### src/rtl/ps2_host_tx.sv
// Host-to-device PS/2 transmitter: request-to-send, 8 data bits LSB first,
// odd parity, stop, then samples the device acknowledge. Pads are open-drain.
module ps2_host_tx #(
  parameter int unsigned INHIBIT_CYCLES = 6000,
  parameter int unsigned TIMEOUT_CYCLES = 750000
) (
  input  logic       clk_50,
  input  logic       areset,
  input  logic       ps2_clk,
  input  logic       ps2_dat,
  output logic       ps2_clk_oe,
  output logic       ps2_dat_oe,
  input  logic       tx_valid,
  input  logic [7:0] tx_data,
  output logic       tx_ready,
  output logic       busy,
  output logic       done,
  output logic       ack_ok,
  output logic       error
);

  localparam int unsigned INH_W = (INHIBIT_CYCLES > 1) ? $clog2(INHIBIT_CYCLES) : 1;
  localparam int unsigned TO_W  = (TIMEOUT_CYCLES > 1) ? $clog2(TIMEOUT_CYCLES) : 1;
  localparam logic [INH_W-1:0] INH_LAST = INH_W'(INHIBIT_CYCLES - 1);
  localparam logic [TO_W-1:0]  TO_LAST  = TO_W'(TIMEOUT_CYCLES - 1);

  typedef enum logic [2:0] {
    IDLE,
    INHIBIT,
    REQUEST,
    SEND,
    ACK,
    WAIT_IDLE
  } state_t;

  state_t           state;
  logic [9:0]       clk_sr;
  logic [INH_W-1:0] inh_cnt;
  logic [TO_W-1:0]  to_cnt;
  logic [3:0]       bit_idx;
  logic [9:0]       frame;
  logic             fe_c;
  logic             timed_c;
  logic             lines_idle_c;
  logic             abort_c;

  // Debounced falling edge: five old samples high, five new samples low.
  assign fe_c         = (clk_sr[4:0] == 5'h1f) && (clk_sr[9:5] == 5'h00);
  assign timed_c      = (state == SEND) || (state == ACK) || (state == WAIT_IDLE);
  assign lines_idle_c = ps2_clk && ps2_dat;
  // An edge always clears the watchdog, and a finished frame beats the abort.
  assign abort_c      = timed_c && !fe_c && (to_cnt == TO_LAST) &&
                        !((state == WAIT_IDLE) && lines_idle_c);

  always_ff @(posedge clk_50) begin
    if (areset) begin
      state      <= IDLE;
      clk_sr     <= '0;
      inh_cnt    <= '0;
      to_cnt     <= '0;
      bit_idx    <= '0;
      frame      <= '0;
      ps2_clk_oe <= 1'b0;
      ps2_dat_oe <= 1'b0;
      tx_ready   <= 1'b1;
      busy       <= 1'b0;
      done       <= 1'b0;
      ack_ok     <= 1'b0;
      error      <= 1'b0;
    end else begin
      clk_sr <= {ps2_clk, clk_sr[9:1]};
      done   <= 1'b0;
      error  <= 1'b0;

      if (abort_c) begin
        ps2_clk_oe <= 1'b0;
        ps2_dat_oe <= 1'b0;
        ack_ok     <= 1'b0;
        error      <= 1'b1;
        busy       <= 1'b0;
        to_cnt     <= '0;
        state      <= IDLE;
      end else begin
        unique case (state)
          IDLE: begin
            ps2_clk_oe <= 1'b0;
            ps2_dat_oe <= 1'b0;
            busy       <= 1'b0;
            tx_ready   <= 1'b1;
            if (tx_valid && tx_ready) begin
              frame      <= {1'b1, ~^tx_data, tx_data};
              ack_ok     <= 1'b0;
              inh_cnt    <= '0;
              ps2_clk_oe <= 1'b1;
              tx_ready   <= 1'b0;
              busy       <= 1'b1;
              state      <= INHIBIT;
            end
          end

          INHIBIT: begin
            if (inh_cnt == INH_LAST) begin
              ps2_dat_oe <= 1'b1;
              state      <= REQUEST;
            end else begin
              inh_cnt <= inh_cnt + INH_W'(1);
            end
          end

          // Start bit stays driven low; the device now owns the clock.
          REQUEST: begin
            ps2_clk_oe <= 1'b0;
            bit_idx    <= '0;
            to_cnt     <= '0;
            state      <= SEND;
          end

          SEND: begin
            if (fe_c) begin
              to_cnt     <= '0;
              ps2_dat_oe <= ~frame[bit_idx];
              bit_idx    <= bit_idx + 4'd1;
              if (bit_idx == 4'd9) begin
                state <= ACK;
              end
            end else begin
              to_cnt <= to_cnt + TO_W'(1);
            end
          end

          ACK: begin
            ps2_dat_oe <= 1'b0;
            if (fe_c) begin
              ack_ok <= ~ps2_dat;
              to_cnt <= '0;
              state  <= WAIT_IDLE;
            end else begin
              to_cnt <= to_cnt + TO_W'(1);
            end
          end

          WAIT_IDLE: begin
            if (lines_idle_c) begin
              done  <= 1'b1;
              busy  <= 1'b0;
              state <= IDLE;
            end else if (fe_c) begin
              to_cnt <= '0;
            end else begin
              to_cnt <= to_cnt + TO_W'(1);
            end
          end

          default: state <= IDLE;
        endcase
      end
    end
  end

endmodule
### config.mk
export PLATFORM = sky130hd
export DESIGN_NAME = ps2_host_tx
export DESIGN_NICKNAME = d
export VERILOG_FILES = /design/src/rtl/ps2_host_tx.sv
export SDC_FILE = /design/constraint.sdc
export NUM_CORES = 1
export LEC_CHECK = 0
export BUFFER_PORTS_ARGS = -buffer_cell sky130_fd_sc_hd__clkbuf_2
export CAP_MARGIN = 20
export CORE_ASPECT_RATIO = 0.7
export CORE_MARGIN = 1
export CORE_UTILIZATION = 45
export CTS_CLUSTER_DIAMETER = 120
export DETAILED_ROUTE_END_ITERATION = 10
export SLEW_MARGIN = 15
export SYNTH_ARGS = -nofsm -noshare
export SYNTH_HDL_FRONTEND = slang
export SYNTH_SLANG_ARGS = --single-unit
### constraint.sdc
create_clock -name clk_50 -period 2.45 [get_ports clk_50]
set_clock_uncertainty 0.1 [all_clocks]
set_input_delay 0.245 -clock clk_50 [delete_from_list [all_inputs] [get_ports clk_50]]
set_output_delay 0.245 -clock clk_50 [all_outputs]
set_load 0.02 [all_outputs]
# After elaboration in Yosys (flattened, before gate mapping)
# Index checks and enable logic that the tools add are counted.
dict set report classes {
  bitwise 4
  n_div 0
  n_addsub 3
  n_mul 0
  n_lt_le_gt_ge 1
  eq_ne 17
  n_shift 0
  n_reduce_logical 34
  n_mux 30
}
# op n
set ops {}
lappend ops {{$pmux W20 S3} 1}
lappend ops {{$mux W20} 2}
lappend ops {{$mux W13} 2}
lappend ops {{$pmux W13 S2} 1}
lappend ops {{$add A20 B1 Y20 const B} 1}
lappend ops {{$eq A20 B20 Y1 const B} 1}
lappend ops {{$mux W3} 6}
lappend ops {{$pmux W3 S6} 1}
lappend ops {{$ne A2 B2 Y1 const B} 7}
lappend ops {{$add A13 B1 Y13 const B} 1}
lappend ops {{$eq A13 B13 Y1 const B} 1}
lappend ops {{$reduce_and A3 Y1} 4}
lappend ops {{$mux W1} 10}
lappend ops {{$reduce_bool A2 Y1} 5}
lappend ops {{$pmux W4 S2} 1}
lappend ops {{$reduce_xnor A8 Y1} 1}
lappend ops {{$logic_and A1 B1 Y1} 7}
lappend ops {{$eq A3 B2 Y1 const B} 2}
lappend ops {{$eq A3 B3 Y1 const B} 2}
lappend ops {{$pmux W1 S2} 3}
lappend ops {{$reduce_and A2 Y1} 3}
lappend ops {{$reduce_and A6 Y1} 1}
lappend ops {{$reduce_bool A3 Y1} 2}
lappend ops {{$reduce_or A2 Y1} 3}
lappend ops {{16 further kinds} 21}
dict set report totals {
  output_inout_bits 7
  mem_bits_ro 0
  ram_bits 0
  elab_cells 102
  mem_count 0
  register_bits 67
  inputBits 13
  latchBits 0
}

# Longest topological paths before layout
# Gate-level depths: netlist of run 1.
dict set report logic_depth {
  ltp_word 8
  mapped_depth 8
  mapped_depth_nobuf 6
}

# Worst setup path after synthesis of run 1
# OpenSTA, ideal clock, no wires.
dict set report synth_path {
  kind {register -> register}
  startpoint {register inh_cnt[0]}
  endpoint {register inh_cnt[9]}
  t_required_ps 2264
  stages_incl_launch_ff 7
  t_arrival_ps 1812
  path_buffers 0
  setup_time_ps 86
  period_less_slack_ps 1997
  path_slack_ps 453
  cell_sequence {dfxtp_1 > ha_1 > nand3_1 > nor4_1 > o21ai_1 > o21a_1 > a211oi_1}
}
dict set report synth_via {
  elab_chain_len 3
  elab_cells_between_ends 6
  cone_classes {add/sub: 1; eq/ne: 2; mux: 2; reduce/logical: 1}
}
# item line_no
set synth_rtl {}
lappend synth_rtl {{from (decl)} 38} ;# logic [INH_W-1:0] inh_cnt;
lappend synth_rtl {{from (signal assigned)} 106} ;# inh_cnt <= inh_cnt + INH_W'(1);
lappend synth_rtl {{$add A13 B1 Y13 or $eq A13 B13 Y1 (tied branches)} {106, 102}}
lappend synth_rtl {{$mux W13 or $ne A2 B2 Y1 (tied branches)} -}
lappend synth_rtl {{$pmux W13 S2 or $reduce_and A4 Y1 (tied branches)} -}
# Parallel ways exist; a longest one is shown, timed or not. The select of a mux whose other input is x is not followed.
# A chain may end at the register's enable or synchronous reset.

# Final worst setup path of run 1
dict set report layout_path {
  startpoint {register to_cnt[15]}
  endpoint {register to_cnt[12]}
}
dict set report layout_via {
  elab_chain_len 4
}
# item line_no
set layout_rtl {}
lappend layout_rtl {{from (decl)} 39} ;# logic [TO_W-1:0] to_cnt;
lappend layout_rtl {{from (signal assigned)} 127} ;# to_cnt <= to_cnt + TO_W'(1);
lappend layout_rtl {{from (signal assigned)} 138} ;# to_cnt <= to_cnt + TO_W'(1);
lappend layout_rtl {{from (signal assigned)} 150} ;# to_cnt <= to_cnt + TO_W'(1);
lappend layout_rtl {{$eq A20 B20 Y1} 52} ;# assign abort_c = timed_c && !fe_c && (to_cnt == TO_LAST) &&
lappend layout_rtl {{$logic_and A1 B1 Y1 (2 in a row)} 52}
lappend layout_rtl {{$reduce_or A2 Y1 (no source line)} -}
# Every way passes these cells.

==> run_summary.xml, run 1 <==
<?xml version="1.0" encoding="UTF-8"?>
<metrics>
  <group name="route">
    <metric name="route.antenna.remaining_nets" unit="">0</metric>
    <metric name="avgViaCountPerCell" unit="">5.37</metric>
    <metric name="dr_total_vias" unit="">2647</metric>
    <metric name="wl_per_cell" unit="um">14.1</metric>
    <metric name="final_routed_wirelength_across_all_metal_layers" unit="um">6950</metric>
    <metric name="drt-pass1-iter-count" unit="">4</metric>
    <metric name="drc_errors" unit="">0</metric>
    <metric name="drt_first_iter_violations" unit="">137</metric>
  </group>
  <group name="sta">
    <metric name="report.final.hold_viol_count" unit="">0</metric>
    <metric name="report.final.setup_viol" unit="">0</metric>
    <metric name="tightestPinTransition" unit="ns">0.681</metric>
    <metric name="layout_min_cycle_time" unit="ns">2.21</metric>
    <metric name="setup_ws" unit="ns">0.243</metric>
    <metric name="finalCritPeriodShare" unit="">0.901</metric>
    <metric name="totalNegativeSetupSlack" unit="ns">0</metric>
    <metric name="fmaxAchievable" unit="MHz">453</metric>
    <metric name="worst_slew_margin_rel" unit="">0.542</metric>
    <metric name="grt_setup_unrepaired" unit="">no</metric>
    <metric name="timing_max_transition_violations_final" unit="">0</metric>
    <metric name="timing.hold.ws" unit="ns">0.0343</metric>
  </group>
  <group name="grt">
    <metric name="grt_util_all_layers" unit="">0.202</metric>
    <metric name="first_pass_grt_wire_length" unit="um">12000</metric>
    <metric name="global_route.overflow_total" unit="">0</metric>
    <metric name="global_route.peak_usage_layer" unit="">met1</metric>
    <metric name="grt_antenna_before_repair" unit="">0</metric>
    <metric name="grt_start_max_net_pins" unit="">29</metric>
    <metric name="grt_util_met2" unit="">0.282</metric>
    <metric name="grt.met3_usage" unit="">0.0571</metric>
    <metric name="vias_in_the_first_global_route" unit="">2432</metric>
    <metric name="use_met1" unit="">0.295</metric>
  </group>
  <group name="synthesis">
    <metric name="yosysUniqueCellTypes" unit="">58</metric>
    <metric name="yosysWarningCount" unit="">0</metric>
    <metric name="syn_avg_cell_area" unit="um2">8.75</metric>
    <metric name="synthTopCellsByArea" unit="">dfxtp_1, xnor2_1, nand2_1</metric>
    <metric name="syn-num-nets" unit="">388</metric>
    <metric name="post_synth_instance_area" unit="mm2">0.00325</metric>
    <metric name="synth_top_cell_area_share" unit="">0.413</metric>
    <metric name="async_flop_share" unit="">0</metric>
    <metric name="synth_sequential_area_ratio" unit="">0.413</metric>
    <metric name="synth_cells" unit="">371</metric>
    <metric name="largest_area_contributor_in_the_synthesized_netlist" unit="">dfxtp_1</metric>
    <metric name="ys.flop_type" unit="">dfxtp_1</metric>
    <metric name="synth.ff_latch_count" unit="">67</metric>
    <metric name="synth_edf_count" unit="">0</metric>
  </group>
  <group name="cts">
    <metric name="tritoncts_num_sinks" unit="">67</metric>
    <metric name="cts-hold-fix-buffers" unit="">0</metric>
    <metric name="tritoncts" unit="">built</metric>
    <metric name="post_cts.repair.setup_buffers" unit="">0</metric>
    <metric name="ctsResizeCount" unit="">0</metric>
    <metric name="h-tree-depth" unit="">3</metric>
    <metric name="clk-insertion-delay-late" unit="ns">0.35</metric>
    <metric name="clk_path_buf_depth" unit="">2</metric>
    <metric name="cts.reportedPaths.clkPinSlew" unit="ns">0.07</metric>
    <metric name="cts-root-buf" unit="">clkbuf_8</metric>
    <metric name="cts-buffers-inserted" unit="">9</metric>
  </group>
  <group name="hold_path">
    <metric name="min_path_type" unit="">in2reg</metric>
  </group>
  <group name="place">
    <metric name="hpwlAfterDp" unit="um">4950</metric>
    <metric name="port-buffer-count" unit="">19</metric>
    <metric name="finalWeightedCongestion" unit="">0.797</metric>
    <metric name="place_worst_setup_slack" unit="ns">0.220</metric>
  </group>
  <group name="pwr">
    <metric name="pwr_density_cell" unit="mW/mm2">703</metric>
    <metric name="design_power_total" unit="mW">2.58</metric>
    <metric name="cell_leakage_power" unit="nW">1.24</metric>
    <metric name="worst_case_vdd_ir_drop" unit="uV">296</metric>
  </group>
  <group name="die">
    <metric name="io_pins" unit="">20</metric>
    <metric name="die_h" unit="um">73.1</metric>
    <metric name="dieWidth" unit="um">104</metric>
    <metric name="core-area" unit="mm2">0.00685</metric>
    <metric name="die_area" unit="mm2">0.00756</metric>
    <metric name="floorplan.initialDensity" unit="">0.474</metric>
    <metric name="floorplan.rows" unit="">25</metric>
  </group>
  <group name="layout">
    <metric name="antennaDiodeCount" unit="">0</metric>
    <metric name="most_frequent_cells_in_the_layout" unit="">dfxtp_1, nand2_1, nor2_1, a21oi_1</metric>
    <metric name="postLayoutCoreUtil" unit="">0.537</metric>
    <metric name="syn2layout_area_growth" unit="%">13.3</metric>
    <metric name="mostFrequentLayoutCell" unit="">dfxtp_1</metric>
    <metric name="final_nets" unit="">411</metric>
    <metric name="post_route_cells_drive_above_1_share" unit="">0.206</metric>
    <metric name="fillCellCount" unit="">675</metric>
  </group>
  <group name="status">
    <metric name="outcome" unit="">complete, no violations</metric>
  </group>
  <group name="worst_setup_path">
    <metric name="critical_register_to_register_path_startpoint" unit="">to_cnt[15]</metric>
    <metric name="critical_path_class" unit="">reg2reg</metric>
    <metric name="worstSetupEndpoint" unit="">to_cnt[12]</metric>
    <metric name="r2r_setup_slack" unit="ns">0.24</metric>
    <metric name="max_fanout_on_critical_path" unit="">20</metric>
    <metric name="crit_start" unit="">to_cnt[15]</metric>
    <metric name="cp.arrival" unit="ns">2.34</metric>
    <metric name="critPathLaunchType" unit="">flop</metric>
    <metric name="timing.critical_path.required" unit="ns">2.58</metric>
    <metric name="worst-r2r-cell-count" unit="">6</metric>
    <metric name="cp-end-kind" unit="">flop</metric>
    <metric name="r2r_end" unit="">to_cnt[12]</metric>
  </group>
  <group name="run">
    <metric name="maxCapViolations" unit="">0</metric>
  </group>
</metrics>
## synth_stat cells (all sizes together) (3+ instances only)
library cell	instances
dfxtp	67
nor2	46
nand2	41
a21oi	27
xnor2	20
nand3	14
clkbuf	13
nor2b	13
nor3	13
o21ai	10
nor4	9
nand4	7
a311oi	6
buf	6
xor2	6
and3	5
inv	5
a211oi	4
ha	4
mux2i	4
nand2b	4
a22oi	3
mux2	3
nand3b	3
or2	3
or3	3
or4	3
## per-stage QoR
stage,area (um2),instances
5_1_grt,3680,493
3_5_place_dp,3460,477
4_1_cts,3680,493
2_1_floorplan,3250,371
3_3_place_gp,3460,477
6_report,3680,493
## worst max-delay path: stages (launching register included)
cell and delay (ns):
dfxtp_1 0.33, or4_1 0.52, a2111o_1 0.31, nor4_2 0.30, a211o_1 0.15, buf_4 0.32
nor2_2 0.07
## worst min-delay path by stage
stage                     startpoint         to  slack [ns]  cells after the start
after floorplan              ps2_clk  clk_sr[9]        0.27                      1
final                     tx_data[7]   frame[7]        0.03                      3
after detailed placement    frame[8]   frame[8]        0.35                      2
after CTS                 tx_data[7]   frame[7]        0.03                      3
after global routing      tx_data[6]   frame[6]        0.03                      3
after global placement      frame[8]   frame[8]        0.34                      2
## final cells by class
class                      count  area, um2  share of cell area
tap                           94        118              0.0320
sequential                    67       1340               0.365
multi-input combinational    280       1800               0.488
timing repair buffer          31        185              0.0504
inverter                       5       18.8             0.00511
clock buffer                  10        128              0.0347
clock inverter                 6       90.1              0.0245
## cells by family (layout without fill, tap and decap cells)
family                   count (synthesis)  count (layout)  synth area share
multiplexers                             9               9            0.0366
buffers and inverters                   24              52            0.0335
AND/OR/NAND/NOR                        172             172             0.286
AO/OA/AOI/OAI                           69              69             0.145
adder cells (fa/ha/maj)                  4               4            0.0154
flip-flops                              67              67             0.413
XOR/XNOR                                26              26            0.0702
## registers in the layout, indices dropped and copies added, names as in the netlist, 3 cells and up
register and count:
to_cnt 20, inh_cnt 13, clk_sr 10, frame 10
bit_idx 4, state 3
## power breakdown
part | internal (mW) | total [mW] | switching [mW]
sequential | 1.13 | 1.17 | 0.0340
combinational | 0.158 | 0.411 | 0.253
clock | 0.574 | 1.00 | 0.430
total | 1.87 | 2.58 | 0.716
## per-layer routing
layer | vias to the layer above | share of wire
met2 | 34 | 0.41
li1 | 1365 | -
met4 | 0 | 0.014
met1 | 1236 | 0.55
met3 | 12 | 0.029
met5 | - | 0
Note: power is estimated with default switching activity, not from simulation.
==> run 2: changes to the inputs <==
- PLACE_DENSITY: default -> 0.65
- clock period: 2.45 -> 2 ns (I/O delays scaled with it)
==> run 2 against run 1 <==
Compared with the run above: the flow now finishes with violations (setup timing); register-to-register slack got worse by 0.29 ns; largest power group unchanged; combinational power increased by 69%; global-route usage increased by 1.4 points; critical endpoint is now to_cnt[11].
==> run_summary.xml, run 2 (synthesized netlist as in run 1, its figures left out) <==
<?xml version="1.0" encoding="UTF-8"?>
<metrics>
  <group name="sta">
    <metric name="worst_slew_margin_rel" unit="">0.675</metric>
    <metric name="report.final.setup_viol" unit="">14</metric>
    <metric name="grt_setup_unrepaired" unit="">yes</metric>
    <metric name="timing.hold.ws" unit="ns">0.126</metric>
    <metric name="timing_max_transition_violations_final" unit="">0</metric>
    <metric name="report.final.hold_viol_count" unit="">0</metric>
    <metric name="finalCritPeriodShare" unit="">1.02</metric>
    <metric name="tightestPinTransition" unit="ns">0.487</metric>
    <metric name="setup_ws" unit="ns">-0.0441</metric>
    <metric name="layout_min_cycle_time" unit="ns">2.04</metric>
    <metric name="fmaxAchievable" unit="MHz">489</metric>
    <metric name="totalNegativeSetupSlack" unit="ns">-0.310</metric>
  </group>
  <group name="cts">
    <metric name="cts-buffers-inserted" unit="">9</metric>
    <metric name="clk-insertion-delay-late" unit="ns">0.36</metric>
    <metric name="clk_path_buf_depth" unit="">2</metric>
    <metric name="cts-root-buf" unit="">clkbuf_8</metric>
    <metric name="tritoncts_num_sinks" unit="">67</metric>
    <metric name="cts.reportedPaths.clkPinSlew" unit="ns">0.07</metric>
    <metric name="tritoncts" unit="">built</metric>
    <metric name="h-tree-depth" unit="">3</metric>
  </group>
  <group name="worst_setup_path">
    <metric name="max_fanout_on_critical_path" unit="">5</metric>
    <metric name="critPathLaunchType" unit="">flop</metric>
    <metric name="max_stage_delay" unit="ns">0.57</metric>
    <metric name="timing.critical_path.required" unit="ns">2.19</metric>
    <metric name="crit_start" unit="">clk_sr[5]</metric>
    <metric name="cp.arrival" unit="ns">2.23</metric>
    <metric name="critical_path_class" unit="">reg2reg</metric>
    <metric name="worst-path-buf-inv" unit="">1</metric>
    <metric name="crit_path_top_delay_cell" unit="">or4_4</metric>
    <metric name="cp-end-kind" unit="">flop</metric>
    <metric name="critical_register_to_register_path_startpoint" unit="">clk_sr[5]</metric>
    <metric name="cell_by_cell_listing_of_the_critical_path" unit="">or4_4 &gt; o32ai_4 &gt; nor4_4 &gt; a211o_4 &gt; clkbuf_16 &gt; a21oi_2</metric>
    <metric name="timing.critical_path.max_delay_family" unit="">compound AO/OA/AOI/OAI gates</metric>
  </group>
  <group name="grt">
    <metric name="first_pass_grt_wire_length" unit="um">12800</metric>
    <metric name="global_route.overflow_total" unit="">0</metric>
    <metric name="grt_start_max_net_pins" unit="">40</metric>
    <metric name="vias_in_the_first_global_route" unit="">2622</metric>
    <metric name="grt_util_all_layers" unit="">0.217</metric>
    <metric name="grt_antenna_before_repair" unit="">0</metric>
  </group>
  <group name="pwr">
    <metric name="worst_case_vdd_ir_drop" unit="uV">483</metric>
    <metric name="design_power_total" unit="mW">3.38</metric>
    <metric name="cell_leakage_power" unit="nW">1.49</metric>
    <metric name="pwr_density_cell" unit="mW/mm2">784</metric>
  </group>
  <group name="route">
    <metric name="met1Wirelength" unit="um">4130</metric>
    <metric name="wl_per_cell" unit="um">15.1</metric>
    <metric name="drt_first_iter_violations" unit="">97</metric>
    <metric name="dr_total_vias" unit="">2890</metric>
    <metric name="final_routed_wirelength_across_all_metal_layers" unit="um">8070</metric>
    <metric name="dr.max_layer_used" unit="">met4</metric>
    <metric name="route.antenna.remaining_nets" unit="">0</metric>
    <metric name="met2_wirelength" unit="um">3500</metric>
    <metric name="drt-pass1-iter-count" unit="">4</metric>
    <metric name="dr_wl_met3" unit="um">338</metric>
    <metric name="avgViaCountPerCell" unit="">5.40</metric>
    <metric name="drc_errors" unit="">0</metric>
  </group>
  <group name="layout">
    <metric name="final_area" unit="mm2">0.00431</metric>
    <metric name="final_nets" unit="">453</metric>
    <metric name="fillCellCount" unit="">556</metric>
    <metric name="most_frequent_cells_in_the_layout" unit="">dfxtp_1, nand2_1, buf_4</metric>
    <metric name="syn2layout_area_growth" unit="%">32.7</metric>
    <metric name="top_register" unit="">to_cnt</metric>
    <metric name="biggest_registers_after_layout" unit="">to_cnt x20, inh_cnt x13</metric>
    <metric name="post_route_cells_drive_above_1_share" unit="">0.315</metric>
    <metric name="mostFrequentLayoutCell" unit="">dfxtp_1</metric>
    <metric name="antennaDiodeCount" unit="">0</metric>
    <metric name="largest_register_ff_count" unit="">20</metric>
  </group>
  <group name="status">
    <metric name="outcome" unit="">complete, but fails checks</metric>
    <metric name="violated_checks" unit="">setup timing</metric>
  </group>
  <group name="place">
    <metric name="port-buffer-count" unit="">19</metric>
    <metric name="placedInstanceArea" unit="mm2">0.00366</metric>
    <metric name="hpwlAfterDp" unit="um">5240</metric>
    <metric name="finalWeightedCongestion" unit="">0.823</metric>
    <metric name="place_worst_setup_slack" unit="ns">-0.109</metric>
  </group>
  <group name="die">
    <metric name="die_area" unit="mm2">0.00756</metric>
    <metric name="die_h" unit="um">73.1</metric>
    <metric name="floorplan.initialDensity" unit="">0.474</metric>
    <metric name="floorplan.rows" unit="">25</metric>
    <metric name="dieWidth" unit="um">104</metric>
    <metric name="core-area" unit="mm2">0.00685</metric>
    <metric name="io_pins" unit="">20</metric>
  </group>
  <group name="run">
    <metric name="maxCapViolations" unit="">0</metric>
  </group>
  <group name="hold_path">
    <metric name="hold_path.startpoint" unit="">ps2_clk</metric>
    <metric name="min_path_type" unit="">in2reg</metric>
  </group>
</metrics>
[run 2: final timing paths]
check	slack [ns]	cells after the start	endpoint
min reg2reg	0.36	2	frame[4]
max	-0.04	6	to_cnt[11]
max reg2reg	-0.04	6	to_cnt[11]
min	0.13	3	clk_sr[9]
[run 2: routing by layer]
metal,up-vias,global-route usage
met5,-,0
li1,1456,-
met2,55,0.323
met1,1369,0.300
met3,10,0.0607
met4,0,0.0805
[run 2: worst reg2reg max path, stage by stage, from the launching register on]
cell and delay [ns]:
dfxtp_2 0.32, or4_4 0.57, o32ai_4 0.29, nor4_4 0.10, a211o_4 0.34, clkbuf_16 0.19, a21oi_2 0.09
[run 2: area by class of cell]
cell class	count	area (um2)	area share
clock inverters	7	92.6	0.0215
repair buffers	73	598	0.139
inverters	5	18.8	0.00436
well taps	94	118	0.0273
multi-input cells	280	2010	0.467
clock buffers	9	124	0.0288
flip-flops and latches	67	1350	0.312
[run 2: power breakdown]
| part | switching [mW] | internal (mW) |
|---|---|---|
| Clock | 0.553 | 0.696 |
| Sequential | 0.0428 | 1.39 |
| Combinational | 0.384 | 0.310 |
[run 2: through the flow]
step,util,std cells
floorplan,-,371
detailed placement,0.535,501
global route,0.628,535
finish,0.628,535
CTS,0.592,526
global placement,0.535,501
[run 2: timing repair]
action	4_1_cts	5_1_grt
endpoints found under the setup margin	41	36
hold endpoints to repair	9	0
gates cloned	0	3
resized for setup	16	32
pin swaps	7	26
hold buffers	9	0
buffers inserted	0	6
==> run 3: changes to the inputs <==
- REMOVE_ABC_BUFFERS: default -> 1
==> run 3 against run 2 <==
Compared with the run above: utilization is 2.0 points lower; register-to-register slack is essentially flat; combinational power fell by 4.5%; critical endpoint is now to_cnt[10]; via count is 0.55% lower; largest cell class unchanged; the run still ends with setup timing left; die area unchanged; global-route usage down 0.34 points; sequential share of layout area grew 0.97 points; total power grew 3.8%.
==> run_summary.xml, run 3 (synthesized netlist as in run 1, its figures left out) <==
<?xml version="1.0" encoding="UTF-8"?>
<metrics>
  <group name="sta">
    <metric name="setup_ws" unit="ns">-0.0412</metric>
    <metric name="fmaxAchievable" unit="MHz">490</metric>
    <metric name="timing.hold.ws" unit="ns">0.0246</metric>
    <metric name="tightestPinTransition" unit="ns">0.442</metric>
    <metric name="report.final.setup_viol" unit="">26</metric>
    <metric name="totalNegativeSetupSlack" unit="ns">-0.536</metric>
    <metric name="layout_min_cycle_time" unit="ns">2.04</metric>
    <metric name="report.final.hold_viol_count" unit="">0</metric>
    <metric name="timing_max_transition_violations_final" unit="">0</metric>
    <metric name="grt_setup_unrepaired" unit="">yes</metric>
    <metric name="worst_slew_margin_rel" unit="">0.705</metric>
    <metric name="finalCritPeriodShare" unit="">1.02</metric>
  </group>
  <group name="grt">
    <metric name="grt_start_max_net_pins" unit="">30</metric>
    <metric name="global_route.overflow_total" unit="">0</metric>
    <metric name="grt_antenna_before_repair" unit="">0</metric>
    <metric name="vias_in_the_first_global_route" unit="">2591</metric>
    <metric name="first_pass_grt_wire_length" unit="um">12700</metric>
    <metric name="grt_util_all_layers" unit="">0.214</metric>
  </group>
  <group name="layout">
    <metric name="most_frequent_cells_in_the_layout" unit="">dfxtp_1, nand2_1, buf_4</metric>
    <metric name="mostFrequentLayoutCell" unit="">dfxtp_1</metric>
    <metric name="antennaDiodeCount" unit="">0</metric>
    <metric name="syn2layout_area_growth" unit="%">28.5</metric>
    <metric name="postLayoutCoreUtil" unit="">0.609</metric>
    <metric name="top_register" unit="">to_cnt</metric>
    <metric name="final_nets" unit="">447</metric>
    <metric name="biggest_registers_after_layout" unit="">to_cnt x20, inh_cnt x13</metric>
    <metric name="fillCellCount" unit="">558</metric>
    <metric name="post_route_cells_drive_above_1_share" unit="">0.287</metric>
    <metric name="largest_register_ff_count" unit="">20</metric>
    <metric name="final_cell_count_no_fill" unit="">529</metric>
  </group>
  <group name="worst_setup_path">
    <metric name="cp.arrival" unit="ns">2.18</metric>
    <metric name="cp-end-kind" unit="">flop</metric>
    <metric name="worst-path-buf-inv" unit="">1</metric>
    <metric name="critPathLaunchType" unit="">flop</metric>
    <metric name="cell_by_cell_listing_of_the_critical_path" unit="">or4_1 &gt; a2111o_1 &gt; nor4_4 &gt; a211o_4 &gt; clkbuf_16 &gt; nor2_2</metric>
    <metric name="timing.critical_path.max_delay_family" unit="">simple AND/OR/NAND/NOR gates</metric>
    <metric name="max_stage_delay" unit="ns">0.51</metric>
    <metric name="critical_path_class" unit="">reg2reg</metric>
    <metric name="max_fanout_on_critical_path" unit="">5</metric>
    <metric name="crit_path_top_delay_cell" unit="">or4_1</metric>
    <metric name="timing.critical_path.required" unit="ns">2.13</metric>
  </group>
  <group name="route">
    <metric name="met2_wirelength" unit="um">3260</metric>
    <metric name="met1Wirelength" unit="um">3990</metric>
    <metric name="dr.max_layer_used" unit="">met4</metric>
    <metric name="dr_wl_met3" unit="um">400</metric>
    <metric name="avgViaCountPerCell" unit="">5.43</metric>
    <metric name="drt_first_iter_violations" unit="">172</metric>
    <metric name="wl_per_cell" unit="um">14.6</metric>
    <metric name="dr_total_vias" unit="">2874</metric>
    <metric name="drt-pass1-iter-count" unit="">6</metric>
    <metric name="final_routed_wirelength_across_all_metal_layers" unit="um">7710</metric>
    <metric name="route.antenna.remaining_nets" unit="">0</metric>
    <metric name="drc_errors" unit="">0</metric>
  </group>
  <group name="place">
    <metric name="port-buffer-count" unit="">19</metric>
    <metric name="finalWeightedCongestion" unit="">0.877</metric>
    <metric name="hpwlAfterDp" unit="um">5130</metric>
    <metric name="dpl.cell_count" unit="">502</metric>
  </group>
  <group name="cts">
    <metric name="h-tree-depth" unit="">3</metric>
    <metric name="tritoncts_num_sinks" unit="">67</metric>
    <metric name="tritoncts" unit="">built</metric>
    <metric name="cts-root-buf" unit="">clkbuf_8</metric>
    <metric name="cts-buffers-inserted" unit="">9</metric>
    <metric name="clk_path_buf_depth" unit="">2</metric>
    <metric name="clk-insertion-delay-late" unit="ns">0.35</metric>
    <metric name="cts.reportedPaths.clkPinSlew" unit="ns">0.07</metric>
  </group>
  <group name="die">
    <metric name="floorplan.rows" unit="">25</metric>
    <metric name="die_area" unit="mm2">0.00756</metric>
    <metric name="die_h" unit="um">73.1</metric>
    <metric name="floorplan.initialDensity" unit="">0.474</metric>
    <metric name="io_pins" unit="">20</metric>
    <metric name="dieWidth" unit="um">104</metric>
    <metric name="core-area" unit="mm2">0.00685</metric>
  </group>
  <group name="pwr">
    <metric name="pwr_density_cell" unit="mW/mm2">840</metric>
    <metric name="worst_case_vdd_ir_drop" unit="uV">522</metric>
    <metric name="cell_leakage_power" unit="nW">1.50</metric>
  </group>
  <group name="run">
    <metric name="maxCapViolations" unit="">0</metric>
  </group>
  <group name="status">
    <metric name="violated_checks" unit="">setup timing</metric>
    <metric name="outcome" unit="">complete, but fails checks</metric>
  </group>
  <group name="hold_path">
    <metric name="min_path_type" unit="">in2reg</metric>
  </group>
</metrics>
-- run 3: cell count changes in the layout (fill, tap and decap cells not counted), moves of 3 or more --
cell | previous run | this run
nor2_4 | 11 | 1
nor2_2 | 10 | 19
a21oi_1 | 22 | 25
a21oi_2 | 5 | 2
clkinvlp_4 | 3 | 0
nor3_2 | 0 | 3
nor3_4 | 3 | 0
nor4_2 | 4 | 1
-- run 3: stage by stage --
step                      power, mW  setup slack (ns)  instance area, um2
after floorplan                1.78            -0.324                3160
after global placement         2.03           -0.0606                3670
after detailed placement       2.04           -0.0940                3670
after CTS                      3.46           -0.0552                4050
after global routing           3.65            -0.101                4170
final                          3.50           -0.0412                4170
-- run 3: area by class of cell --
| cell class | count | area (um2) | share of cell area |
|---|---|---|---|
| timing repair buffer | 67 | 541 | 0.130 |
| clock buffer | 10 | 138 | 0.0330 |
| inverter | 5 | 18.8 | 0.00450 |
| multi-input combinational | 280 | 1900 | 0.456 |
| clock inverter | 6 | 113 | 0.0270 |
| sequential | 67 | 1340 | 0.322 |
| tap | 94 | 118 | 0.0282 |
-- run 3: where the power goes --
group	total, mW	leakage [nW]	internal (mW)	switching, mW
registers	1.43	0.544	1.39	0.0444
logic	0.662	0.834	0.308	0.353
clock network	1.41	0.126	0.864	0.543
-- run 3: worst paths after layout --
path | start | endpoint | slack, ns | cells after the start
worst min register to register | clk_sr[1] | clk_sr[0] | 0.35 | 1
worst max register to register | to_cnt[15] | to_cnt[10] | -0.04 | 6
worst max-delay path | to_cnt[15] | to_cnt[10] | -0.04 | 6
worst min-delay path | tx_data[4] | frame[4] | 0.02 | 3
-- run 3: tightest hold or removal path: cells and delay by family --
family	cells	cell delay [ns]
simple gates	1	0.05
compound gates	1	0.06
buf+inv	1	0.10
-- run 3: layer usage --
layer,GRT usage,up-vias
li1,-,1446
met1,0.305,1354
met2,0.315,66
met3,0.0580,8
met4,0.0596,0
met5,0,-
-- run 3: repair_timing --
action | CTS | global route
hold buffers | 7 | 0
cloned | 0 | 3
gates resized for setup | 11 | 11
buffers inserted | 0 | 1
hold endpoints to repair | 7 | 0
endpoints found under the setup margin | 26 | 36
pin swaps | 8 | 3
